===== src/rtl/inv_share_arbiter.sv =====
// Round-robin front end that time-shares one registered inverter stage between NREQ requesters.
// Results return LAT edges after capture, tagged with the requester index.
module inv_share_arbiter #(
  parameter int NREQ  = 4,
  parameter int WIDTH = 8,
  parameter int LAT   = 2
) (
  input  logic                      clk,
  input  logic                      rst_n,
  input  logic [NREQ-1:0]           req,
  input  logic [NREQ*WIDTH-1:0]     req_data,
  output logic [NREQ-1:0]           gnt,
  output logic                      busy,
  output logic                      rsp_valid,
  output logic [$clog2(NREQ)-1:0]   rsp_id,
  output logic [WIDTH-1:0]          rsp_data
);

  localparam int IDW = $clog2(NREQ);
  localparam int CW  = (LAT > 1) ? $clog2(LAT) : 1;

  typedef enum logic [1:0] {S_IDLE, S_BUSY, S_RESP} state_t;

  state_t           r_state;
  logic [IDW-1:0]   r_ptr;
  logic [CW-1:0]    r_cnt;
  logic [NREQ-1:0]  r_gnt;
  logic             r_busy;
  logic             r_rsp_valid;
  logic [IDW-1:0]   r_rsp_id;
  logic [WIDTH-1:0] r_rsp_data;
  logic [WIDTH-1:0] r_operand;
  logic [IDW-1:0]   r_id;

  logic             w_found;
  logic [IDW-1:0]   w_winner;
  logic [WIDTH-1:0] w_operand;
  logic [NREQ-1:0]  w_onehot;
  logic [IDW-1:0]   w_ptr_next;
  int               w_scan;

  // Scan ptr, ptr+1, ... with wrap; the first active request wins.
  always_comb begin
    w_found   = 1'b0;
    w_winner  = '0;
    w_operand = '0;
    w_scan    = 0;
    for (int k = 0; k < NREQ; k++) begin
      w_scan = int'(r_ptr) + k;
      if (w_scan >= NREQ) w_scan = w_scan - NREQ;
      if (!w_found && req[w_scan]) begin
        w_found   = 1'b1;
        w_winner  = w_scan[IDW-1:0];
        w_operand = req_data[w_scan*WIDTH +: WIDTH];
      end
    end
    w_onehot           = '0;
    w_onehot[w_winner] = 1'b1;
    w_ptr_next = (w_winner == IDW'(NREQ-1)) ? '0 : w_winner + 1'b1;
  end

  always_ff @(posedge clk or negedge rst_n) begin
    if (!rst_n) begin
      r_state     <= S_IDLE;
      r_ptr       <= '0;
      r_cnt       <= '0;
      r_gnt       <= '0;
      r_busy      <= 1'b0;
      r_rsp_valid <= 1'b0;
      r_rsp_id    <= '0;
      r_rsp_data  <= '0;
      r_operand   <= '0;
      r_id        <= '0;
    end else begin
      case (r_state)
        S_IDLE, S_RESP: begin
          r_rsp_valid <= 1'b0;
          if (w_found) begin
            r_gnt     <= w_onehot;
            r_operand <= w_operand;
            r_id      <= w_winner;
            r_ptr     <= w_ptr_next;
            r_cnt     <= CW'(LAT-1);
            r_busy    <= 1'b1;
            r_state   <= S_BUSY;
          end else begin
            r_gnt   <= '0;
            r_busy  <= 1'b0;
            r_state <= S_IDLE;
          end
        end
        S_BUSY: begin
          r_gnt <= '0;
          if (r_cnt == '0) begin
            r_rsp_valid <= 1'b1;
            r_rsp_data  <= ~r_operand;
            r_rsp_id    <= r_id;
            r_state     <= S_RESP;
          end else begin
            r_cnt <= r_cnt - 1'b1;
          end
        end
        default: r_state <= S_IDLE;
      endcase
    end
  end

  assign gnt       = r_gnt;
  assign busy      = r_busy;
  assign rsp_valid = r_rsp_valid;
  assign rsp_id    = r_rsp_id;
  assign rsp_data  = r_rsp_data;

endmodule


===== config.mk =====
export PLATFORM = sky130hd
export DESIGN_NAME = inv_share_arbiter
export DESIGN_NICKNAME = d
export VERILOG_FILES = /design/src/rtl/inv_share_arbiter.sv
export SDC_FILE = /design/constraint.sdc
export NUM_CORES = 1
export LEC_CHECK = 0
export CORE_MARGIN = 3
export CORE_UTILIZATION = 52
export DETAILED_ROUTE_END_ITERATION = 6
export PLACE_DENSITY = 0.88
export SLEW_MARGIN = 10
export SYNTH_ARGS = -nofsm -noshare
export SYNTH_HDL_FRONTEND = slang
export SYNTH_SLANG_ARGS = --single-unit

===== constraint.sdc =====
create_clock -name clk -period 4.2 [get_ports clk]
set_input_delay 0.42 -clock clk [delete_from_list [all_inputs] [get_ports clk]]
set_output_delay 0.42 -clock clk [all_outputs]
set_load 0.05 [all_outputs]

### Word level (Yosys, flattened, before mapping)

Cells that the tools add are included.

| word-level totals | value |
|---|---|
| bits in writable memories | 0 |
| memory bits (read-only) | 0 |
| input port bits | 38 |
| latch bits | 0 |
| register bits after elaboration | 31 |
| memories kept | 0 |

| operators by class | value |
|---|---|
| $lt $le $gt $ge | 10 |
| reductions and logical operators | 14 |
| equality and inequality tests | 5 |
| mux-type cells | 42 |
| shift-type cells | 4 |
| div/mod/pow operators | 0 |
| add/sub/neg operators | 9 |
| multipliers | 0 |
| bitwise operators | 2 |

Operators by type and width:

| operator | count |
|---|---|
| 32-bit by 4-bit less-than comparator with 1-bit output, second input constant | 4 |
| 32-bit 2-to-1 mux | 4 |
| 32-bit by 32-bit variable part select with 8-bit output | 4 |
| 8-bit 2-to-1 mux | 4 |
| 1-bit 2-to-1 mux | 18 |
| 2-bit 2-to-1 mux | 6 |
| 3-bit by 3-bit subtractor with 4-bit output, second input constant | 3 |
| 3-bit >= comparator, second input constant | 3 |
| 1-bit binary-select mux with 2-bit select | 4 |
| 8-bit NOT | 1 |
| 4-bit one-hot mux with 2 select lines | 1 |
| 2-bit AND reduction | 4 |
| 2-bit by 2-bit adder with 3-bit output, second input constant | 2 |
| 2-bit equality test, second input constant | 2 |
| 1-bit logical AND | 4 |
| 4-bit 2-to-1 mux | 1 |
| 2-bit inequality test, second input constant | 2 |
| 1-bit one-hot mux with 2 select lines | 2 |
| 2-bit one-hot mux with 2 select lines | 1 |
| 2-bit by 3-bit subtractor with 4-bit output, second input constant | 1 |
| 2-bit by 1-bit adder with 3-bit output, second input constant | 1 |
| 2-bit by 3-bit >= comparator with 1-bit output, second input constant | 1 |
| 1-bit zero test | 3 |
| 2-bit by 3-bit less-than comparator with 1-bit output, second input constant | 1 |
| 9 further kinds | 9 |

### Depth between registers and ports, before layout

Gate-level depths: netlist of run 1.

| logic depth | value |
|---|---|
| word-level depth | 21 |
| gate-level depth with buffers | 15 |

### Worst setup path after synthesis of run 1

OpenSTA, ideal clock, no wires.

| timing | value |
|---|---|
| kind | register to register |
| start | register r_ptr[0] |
| end | register r_gnt[0] (netlist: gnt[0]) |
| slack | 0.780 ns |
| data arrival time | 3.299 ns |
| required time | 4.078 ns |
| clock period less this slack | 3.420 ns |
| stages on the path, launching flop included | 15 |
| cell sequence | dfrtp_1 -> buf_4 -> buf_4 -> buf_4 -> buf_2 -> inv_1 -> ha_1 -> mux4_2 -> nor2b_1 -> clkbuf_1 -> o21ai_0 -> o31ai_1 -> inv_1 -> ha_1 -> a32o_1 |

| on the way | value |
|---|---|
| cells in the longest elaborated chain, start to end | 21 |
| elaborated cells between the ends (all ways) | 48 |

Ends and longest elaborated chain:

| element | RTL line | text |
|---|---|---|
| start, declared | 25 | `logic [IDW-1:0] r_ptr;` |
| start signal, assigned | 82 | `r_ptr <= w_ptr_next;` |
| parallel branches: the longest is 14 deep, another holds 3-bit by 3-bit subtractor with 4-bit output | - |  |
| 2-bit 2-to-1 mux * | 51 | `if (!w_found && req[w_scan]) begin` |
| net w_winner[0] | 36 | `logic [IDW-1:0] w_winner;` |
| 2-bit by 3-bit less-than comparator with 1-bit output (not written as such) / 2-bit by 1-bit >= comparator with 1-bit output (equally long branches) | 58 | `w_onehot[w_winner] = 1'b1;` |
| 1-bit logical AND (not written as such) | 58 |  |
| 1-bit 2-to-1 mux (not written as such) | 58 |  |
| 1-bit demux with 2-bit select * | 58 |  |
| 4-bit 2-to-1 mux * | 78 | `if (w_found) begin` |
| 4-bit one-hot mux with 2 select lines * | 75 | `case (r_state)` |
| end signal, assigned | 79 | `r_gnt <= w_onehot;` |
| end, declared | 27 | `logic [NREQ-1:0] r_gnt;` |

Mark *: on every way through the listed nets, which the timed path passes. The select of a mux whose other input is x is not followed.
A chain may end at the register's enable or synchronous reset.

### Final worst setup path of run 1

| timing | value |
|---|---|
| start | register r_ptr[1] |
| end | register r_gnt[0] (netlist: gnt[0]) |

The elaborated chain is that of the path after synthesis.

==> flow_summary.ini, run 1 <==
[power]
power_density_nw_per_um2 = 863
seqPwrFrac_pct = 19.9
switching_power_mw = 1.29
p_clk_share_pct = 9.0
power.share.switching_pct = 46.5
ir_drop_v = 0.000539
intPower_mw = 1.49
leakagePower_nw = 1.28
p_total_mw = 2.78
combPwrFrac_pct = 71.1

[global_route]
grtUsageTotal_pct = 20.0
grt_max_degree = 32
grt_pass1_vias = 2041
grt_first_pass_wirelength_um = 9650
antenna_found_initial = 0
grt_overflow = 0

[timing]
slew_headroom_pct = 59.5
min_period_over_period_pct = 80.1
setup_violations = 0
tightest_slew_ns = 0.608
finClkSkew_ns = 0.00610
final_hold_viol_count = 0
fin_crit_ns = 3.36
slew_violations = 0
grt_setup_unrepaired = no
setup_slack_ns = 0.837
max_freq_mhz = 297
setup_tns_ns = 0

[placed_design]
dp_cells = 340
place.gp.congestion = 0.906
dp_hpwl_um = 4240
dp_slack_ns = 0.872
portBuffers = 53
placed_cell_area_sq_um = 3120

[floorplanning]
core_sq_um = 4560
dieWidth_um = 76.4
num_rows = 24
dieArea_sq_um = 5840
start_util_pct = 56.5
pin_count = 54
die_h_um = 76.4

[logic_synthesis]
synthArstFlopShare_pct = 100
syn_area_sq_um = 2580
synth_top_area_cell = dfrtp_1
synth_nets = 282
ys_top_cells_by_count = dfrtp_1 (31), mux4_2 (28), nand2_1 (25)
yosysWarnings = 0
yosysUniqueCellTypes = 35
syn_inst = 237
synth_flop_cell = dfrtp_1
synth_area_leaders = dfrtp_1 (30%), mux4_2 (24%), mux2i_1 (7.4%), nand2_1 (3.6%), ha_1 (3.4%)
synth_top_area_share_pct = 30.1
syn_area_per_cell_sq_um = 10.9
synth_most_common_cell = dfrtp_1
seq_area_frac_synth_pct = 30.1
synth_seq_cells = 31
synth-edff-count = 0

[clock_tree]
cts_resized = 0
cts.clk_slew.worst_paths_ns = 0.06
cts_setup_buffers = 0
cts_made_buffers = 5
root_buffer = clkbuf_8
h-tree-depth = 2
cts_tree = done
clk_path_buf_depth = 2
worstSkewPairLatency_ns = 0.28
cts_sinks = 31
cts_hold_buf = 0

[critical_path]
path_max_fanout = 21
start_kind = flop
worstPathRequired_ns = 4.37
critical_path_class = reg -> reg
cp.arrival_ns = 3.53
end_kind = flop

[finish]
instances_no_fill = 348
fin_area_sq_um = 3220
antenna_cells = 0
final_nets = 327
synthToLayoutAreaGrowth_pct = 25.0
drive_gt1_share_pct = 17.7

[outcome]
outcome = complete, no violations

[routing]
postRouteAntennaNets = 0
vias = 2113
wl_per_cell_um = 16.1
drt_iter0_drc = 149
first_pass_iters = 4
drc = 0
vias_per_cell = 6.07
drt-total-wl_um = 5590

[min_path]
min_path_type = reg -> reg

[flow_run]
maxCapViolations = 0
logic make-up (layout without fill, tap and decap cells):
kind of cell               count (synthesis)  count (layout)  share of synthesized area [%]
buffers and inverters                     29              75                           5.72
AOI/OAI and AO/OA                         57              57                           15.8
muxes                                     50              50                           33.1
xor gates and xnor gates                   1               1                          0.340
and+or+nand+nor                           62              62                           11.5
DFF                                       31              31                           30.1
adders and majority gates                  7               7                           3.39
area by class of cell:
| type | count | area, sq um |
|---|---|---|
| multi-input combinational | 177 | 1660 |
| fill | 360 | 1340 |
| sequential | 31 | 777 |
| timing repair buffer | 60 | 583 |
| clock buffer | 8 | 100 |
| tap | 65 | 81.3 |
| inverter | 7 | 26.3 |
critical path, stage by stage, from the launching register on:
cell	delay, ns
dfrtp_1	0.73
clkinv_1	0.20
ha_1	0.36
buf_4	0.31
mux4_2	0.25
nand2b_1	0.20
nor2b_1	0.20
o31ai_1	0.44
inv_1	0.13
ha_1	0.22
a32o_1	0.21
power groups by stage:
| stage | Combinational, mW | Clock (mW) | Sequential, mW |
|---|---|---|---|
| final | 1.98 | 0.250 | 0.553 |
| after floorplan | 1.40 | 0 | 0.735 |
| after CTS | 1.99 | 0.255 | 0.554 |
| after global routing | 2.16 | 0.270 | 0.572 |
| after global placement | 1.93 | 0 | 0.547 |
| after detailed placement | 1.98 | 0 | 0.559 |
metrics by stage:
| step | utilization (%) | hold WS [ns] |
|---|---|---|
| 2_1_floorplan | - | 0.124 |
| 3_3_place_gp | 68.4 | 0.447 |
| 3_5_place_dp | 68.4 | 0.459 |
| 4_1_cts | 70.6 | 0.464 |
| 5_1_grt | 70.6 | 0.485 |
| 6_report | 70.6 | 0.461 |
routing by layer:
metal  share of wire [%]  vias to the layer above  global-route usage, %
met4                 1.6                        0                   7.07
li1                    -                     1003                      -
met1                  42                     1032                   27.0
met5                   0                        -                      0
met3                 6.1                        8                   3.07
met2                  50                       70                   32.8
path summary, 6_finish.rpt:
check                                          from                      end  slack (ns)  depth (start not counted)
hold / removal             r_operand[7]$_DFFE_PN0P_  rsp_data[7]$_DFFE_PN0P_        0.46                          1
setup / recovery               r_ptr[1]$_DFFE_PN0P_       gnt[0]$_DFFE_PN0P_        0.84                         10
min in group asynchronous                     rst_n        r_cnt$_DFFE_PN0P_        0.52                          2
setup reg to reg               r_ptr[1]$_DFFE_PN0P_       gnt[0]$_DFFE_PN0P_        0.84                         10
max in group asynchronous                     rst_n     r_ptr[0]$_DFFE_PN0P_        3.40                          2
hold reg to reg            r_operand[7]$_DFFE_PN0P_  rsp_data[7]$_DFFE_PN0P_        0.46                          1
sequential cells by signal, summed over array words and instances, names as in the netlist:
signal / count
r_operand: 8
r_id: 2
r_ptr: 2
r_state: 2
r_cnt: 1
rsp_id: 2
gnt: 4
rsp_valid: 1
busy: 1
rsp_data: 8
placed cells by master, fill, tap and decap left out, drive strengths merged, types with 9 or more instances in the layout:
cell           instances
a21oi                  9
a211oi                 9
mux2i                 19
dfrtp                 31
clkdlybuf4s50         53
nand2                 25
nor2b                 10
mux4                  28
o21ai                 11
nor2                  12
a31oi                  9
No activity file was read; power rests on OpenSTA's default activity.
==> inputs of run 2 (changes only) <==
CORE_UTILIZATION = 47   (was 52)
PLACE_DENSITY = 0.84   (was 0.88)
clock period = 3.05 ns   (was 4.2 ns; I/O delays follow)
==> flow_summary.ini, run 2 (same netlist as run 1, synthesis figures left out) <==
[routing]
drt-total-wl_um = 5780
drc = 0
drt_iter0_drc = 100
wl_per_cell_um = 16.2
postRouteAntennaNets = 0
vias_per_cell = 6.04
vias = 2151
first_pass_iters = 4

[critical_path]
path_cells = inv_1 > ha_4 > mux4_2 > or2_1 > o22ai_1 > nand2_1 > inv_1 > ha_1 > nand2_1 > o21ai_1
crit_slowest_cell = mux4_2
max_stage_delay_ns = 0.64
path_max_fanout = 12
critical_path_class = reg -> reg
rrSetupSlack_ns = 0.21
reg2reg_depth = 10
start_kind = flop
end_kind = flop
r2r_end = r_ptr[1]$_DFFE_PN0P_
cp.arrival_ns = 2.97
r2r-start = r_ptr[0]$_DFFE_PN0P_
worstPathRequired_ns = 3.18

[finish]
antenna_cells = 0
fin_area_sq_um = 3290
final_common_cell = clkdlybuf4s50_1
final_nets = 330
drive_gt1_share_pct = 19.6
layout_common_cells = clkdlybuf4s50_1 (53), dfrtp_1 (30), mux4_2 (28)
synthToLayoutAreaGrowth_pct = 27.4
fillers = 428

[floorplanning]
num_rows = 26
die_h_um = 80.1
dieWidth_um = 80.1
dieArea_sq_um = 6410
pin_count = 54
start_util_pct = 49.6
core_sq_um = 5200

[timing]
setup_slack_ns = 0.208
slew_headroom_pct = 26.4
slew_violations = 0
setup_tns_ns = 0
final_hold_viol_count = 0
finClkSkew_ns = 0.00726
fin_crit_ns = 2.84
min_period_over_period_pct = 93.2
max_freq_mhz = 352
grt_setup_unrepaired = no
tightest_slew_ns = 1.10
setup_violations = 0

[global_route]
grt_pass1_vias = 2026
antenna_found_initial = 0
grt_first_pass_wirelength_um = 9740
grtUsageTotal_pct = 19.4
grt_max_degree = 45
grt_overflow = 0

[power]
combPwrFrac_pct = 70.7
power.share.switching_pct = 46.0
ir_drop_v = 0.000935
leakagePower_nw = 1.31
power_density_nw_per_um2 = 1210
intPower_mw = 2.16
p_clk_share_pct = 10.4
switching_power_mw = 1.84
seqPwrFrac_pct = 18.9

[clock_tree]
cts.clk_slew.worst_paths_ns = 0.07
h-tree-depth = 2
cts_sinks = 31
clk_path_buf_depth = 2
root_buffer = clkbuf_8
worstSkewPairLatency_ns = 0.28
cts_made_buffers = 5
cts_hold_buf = 0
cts_tree = done

[min_path]
min_path_type = reg -> reg
hold_depth = 1
hp-start = r_operand[7]$_DFFE_PN0P_
hold_end = rsp_data[7]$_DFFE_PN0P_

[placed_design]
portBuffers = 53
place.gp.congestion = 0.894
placed_cell_area_sq_um = 3170
dp_slack_ns = 0.195
dp_hpwl_um = 4420

[flow_run]
maxCapViolations = 0

[outcome]
outcome = complete, no violations
-- run 2: layer usage --
metal,GRT usage [%],share of wire (%),vias to the layer above
met5,0,0,-
met4,6.59,1.7,0
met3,2.91,6.7,10
met2,31.5,49,83
met1,26.4,42,1043
li1,-,-,1015
-- run 2: area by class of cell --
type | count | area [sq um] | area share (%)
multi-input cells | 177 | 1670 | 50.9
flip-flops and latches | 31 | 777 | 23.6
repair buffers | 63 | 606 | 18.4
well taps | 70 | 87.6 | 2.66
clock buffers | 6 | 82.6 | 2.51
clock inverters | 2 | 35.0 | 1.07
inverters | 7 | 26.3 | 0.799
-- run 2: worst max-delay path, delay by kind of cell (launching register included) --
family | cells | cell delay, ns
AO/OA/AOI/OAI | 2 | 0.25
adder cells (fa/ha/maj) | 2 | 0.53
multiplexers | 1 | 0.64
AND/OR/NAND/NOR | 3 | 0.53
buffers and inverters | 2 | 0.26
flip-flops | 1 | 0.48
-- run 2: timing repair --
action | CTS | global route
endpoints found under the setup margin | 0 | 2
setup buffers | 0 | 0
gates resized for setup | 0 | 1
endpoints found under the hold margin | 0 | 0
-- run 2: metrics by stage --
| stage | hold slack (ns) | power [mW] | instances | utilization, % |
|---|---|---|---|---|
| 3_3_place_gp | 0.450 | 3.51 | 348 | 60.8 |
| 4_1_cts | 0.465 | 4.01 | 356 | 63.1 |
| 5_1_grt | 0.503 | 4.30 | 356 | 63.2 |
| 2_1_floorplan | 0.00941 | 3.00 | 237 | - |
| 3_5_place_dp | 0.454 | 3.58 | 348 | 60.8 |
| 6_report | 0.460 | 3.99 | 356 | 63.2 |
-- run 2: how the worst max path moves through the flow --
stage                               startpoint                        to  slack, ns  cells past startpoint
after floorplan           r_ptr[0]$_DFFE_PN0P_        gnt[3]$_DFFE_PN0P_       0.03                     14
after global placement    r_ptr[0]$_DFFE_PN0P_        gnt[2]$_DFFE_PN0P_       0.31                     10
after detailed placement  r_ptr[0]$_DFFE_PN0P_        gnt[2]$_DFFE_PN0P_       0.19                     10
after CTS                 r_ptr[0]$_DFFE_PN0P_        gnt[2]$_DFFE_PN0P_       0.16                     10
after global routing      r_ptr[0]$_DFFE_PN0P_  r_operand[7]$_DFFE_PN0P_       0.01                      7
final                     r_ptr[0]$_DFFE_PN0P_      r_ptr[1]$_DFFE_PN0P_       0.21                     10
-- run 2: power by group through the flow --
stage	combinational, mW	sequential [mW]	clock [mW]
2_1_floorplan	1.98	1.01	0
3_3_place_gp	2.75	0.751	0
3_5_place_dp	2.81	0.764	0
4_1_cts	2.83	0.757	0.423
5_1_grt	3.08	0.785	0.438
6_report	2.83	0.754	0.415
==> inputs of run 3 (changes only) <==
clock period = 2.5 ns   (was 3.05 ns; I/O delays follow)
==> flow_summary.ini, run 3 (same netlist as run 1, synthesis figures left out) <==
[timing]
grt_setup_unrepaired = yes
min_period_over_period_pct = 99.6
slew_violations = 0
tightest_slew_ns = 0.878
setup_slack_ns = 0.00940
max_freq_mhz = 402
final_hold_viol_count = 0
slew_headroom_pct = 41.3
fin_crit_ns = 2.49
setup_violations = 0
finClkSkew_ns = 0.00810

[placed_design]
dp_hpwl_um = 4510
place.gp.congestion = 0.896
portBuffers = 53
dp_slack_ns = -0.0962
placed_cell_area_sq_um = 3300

[clock_tree]
cts_tree = done
cts_sinks = 31
h-tree-depth = 2
worstSkewPairLatency_ns = 0.28
root_buffer = clkbuf_8
cts_hold_buf = 0
cts.clk_slew.worst_paths_ns = 0.07
cts_made_buffers = 5
clk_path_buf_depth = 2

[critical_path]
path_max_fanout = 4
critical_path_class = reg -> reg
r2r_end = r_ptr[1]$_DFFE_PN0P_
end_kind = flop
rrSetupSlack_ns = 0.009
reg2reg_depth = 10
start_kind = flop
worstPathRequired_ns = 2.64
r2r-start = r_ptr[1]$_DFFE_PN0P_
crit_end = r_ptr[1]$_DFFE_PN0P_
crit_start = r_ptr[1]$_DFFE_PN0P_
cp.arrival_ns = 2.63

[routing]
drc = 0
vias = 2272
drt_iter0_drc = 166
wl_per_cell_um = 16.9
postRouteAntennaNets = 0
drt-total-wl_um = 6290
vias_per_cell = 6.11
first_pass_iters = 4

[global_route]
grt_max_degree = 31
grt_overflow = 0
grtUsageTotal_pct = 20.0
grt_first_pass_wirelength_um = 10100
grt_pass1_vias = 2141
antenna_found_initial = 0

[floorplanning]
dieArea_sq_um = 6410
die_h_um = 80.1
core_sq_um = 5200
pin_count = 54
dieWidth_um = 80.1
start_util_pct = 49.6
num_rows = 26

[finish]
fin_area_sq_um = 3490
final_nets = 346
synthToLayoutAreaGrowth_pct = 35.4
layout_common_cells = clkdlybuf4s50_1 (53), dfrtp_1 (30), mux4_2 (28)
regArea_sq_um = 777
antenna_cells = 0
multi_input_area_sq_um = 1740
fillers = 409
drive_gt1_share_pct = 28.5
final_common_cell = clkdlybuf4s50_1

[power]
power_density_nw_per_um2 = 1530
p_total_mw = 5.35
seqPwrFrac_pct = 17.4
leakagePower_nw = 1.40
p_clk_share_pct = 9.5
intPower_mw = 2.91
switching_power_mw = 2.43
ir_drop_v = 0.00100
power.share.switching_pct = 45.5
combPwrFrac_pct = 73.1

[outcome]
outcome = complete, no violations

[flow_run]
maxCapViolations = 0

[min_path]
min_path_type = in -> async
run 3: cell count changes in the layout (fill, tap and decap cells not counted), sizes merged:
cell / before / now
buf: 10 / 26
run 3: worst min-delay path by stage:
stage / end / slack, ns / depth (start not counted)
floorplan: busy$_DFFE_PN0N_ / -0.05 / 0
global placement: rsp_data[3]$_DFFE_PN0P_ / 0.45 / 1
detailed placement: rsp_data[5]$_DFFE_PN0P_ / 0.46 / 1
CTS: rsp_data[5]$_DFFE_PN0P_ / 0.48 / 1
global route: rsp_valid$_DFFE_PN0P_ / 0.50 / 2
finish: r_id[0]$_DFFE_PN0P_ / 0.47 / 1
run 3: layout make-up:
cell class,count,area share (%)
Inverter,7,1.00
Clock inverter,2,1.00
Multi-Input combinational cell,177,49.9
Clock buffer,6,2.36
Sequential cell,31,22.2
Timing Repair Buffer,79,21.0
Tap cell,70,2.51
run 3: power by group through the flow:
stage	clock [mW]	sequential [mW]	combinational, mW
2_1_floorplan	0	1.24	2.61
3_3_place_gp	0	0.920	3.60
3_5_place_dp	0	0.934	3.69
4_1_cts	0.516	0.926	3.73
5_1_grt	0.544	0.962	4.21
6_report	0.505	0.930	3.91
run 3: stage by stage:
step / hold slack [ns] / instances / utilization [%] / setup TNS (ns)
2_1_floorplan: -0.0456 / 237 / - / -4.76
3_3_place_gp: 0.455 / 360 / 63.4 / -0.0272
3_5_place_dp: 0.462 / 360 / 63.4 / -0.844
4_1_cts: 0.477 / 368 / 65.9 / 0
5_1_grt: 0.498 / 372 / 67.1 / -0.122
6_report: 0.469 / 372 / 67.1 / 0
run 3: worst max-delay path, cell delays in order, from the launching register on:
cell,delay (ns)
dfrtp_1,0.39
clkinv_2,0.09
ha_4,0.30
mux4_2,0.57
or2_4,0.32
o22ai_4,0.16
nand2_2,0.11
inv_2,0.10
ha_4,0.20
nand2_2,0.05
o21ai_1,0.07
run 3: metal layers:
metal	track usage [%]	share of wire, %
met1	25.8	41
met2	34.0	52
met3	3.14	5.8
met4	7.09	1.5
met5	0	0
run 3: repair_timing:
action,4_1_cts,5_1_grt
endpoints found under the setup margin,3,16
buffers inserted,0,4
gates resized for setup,3,7
pin swaps,1,5
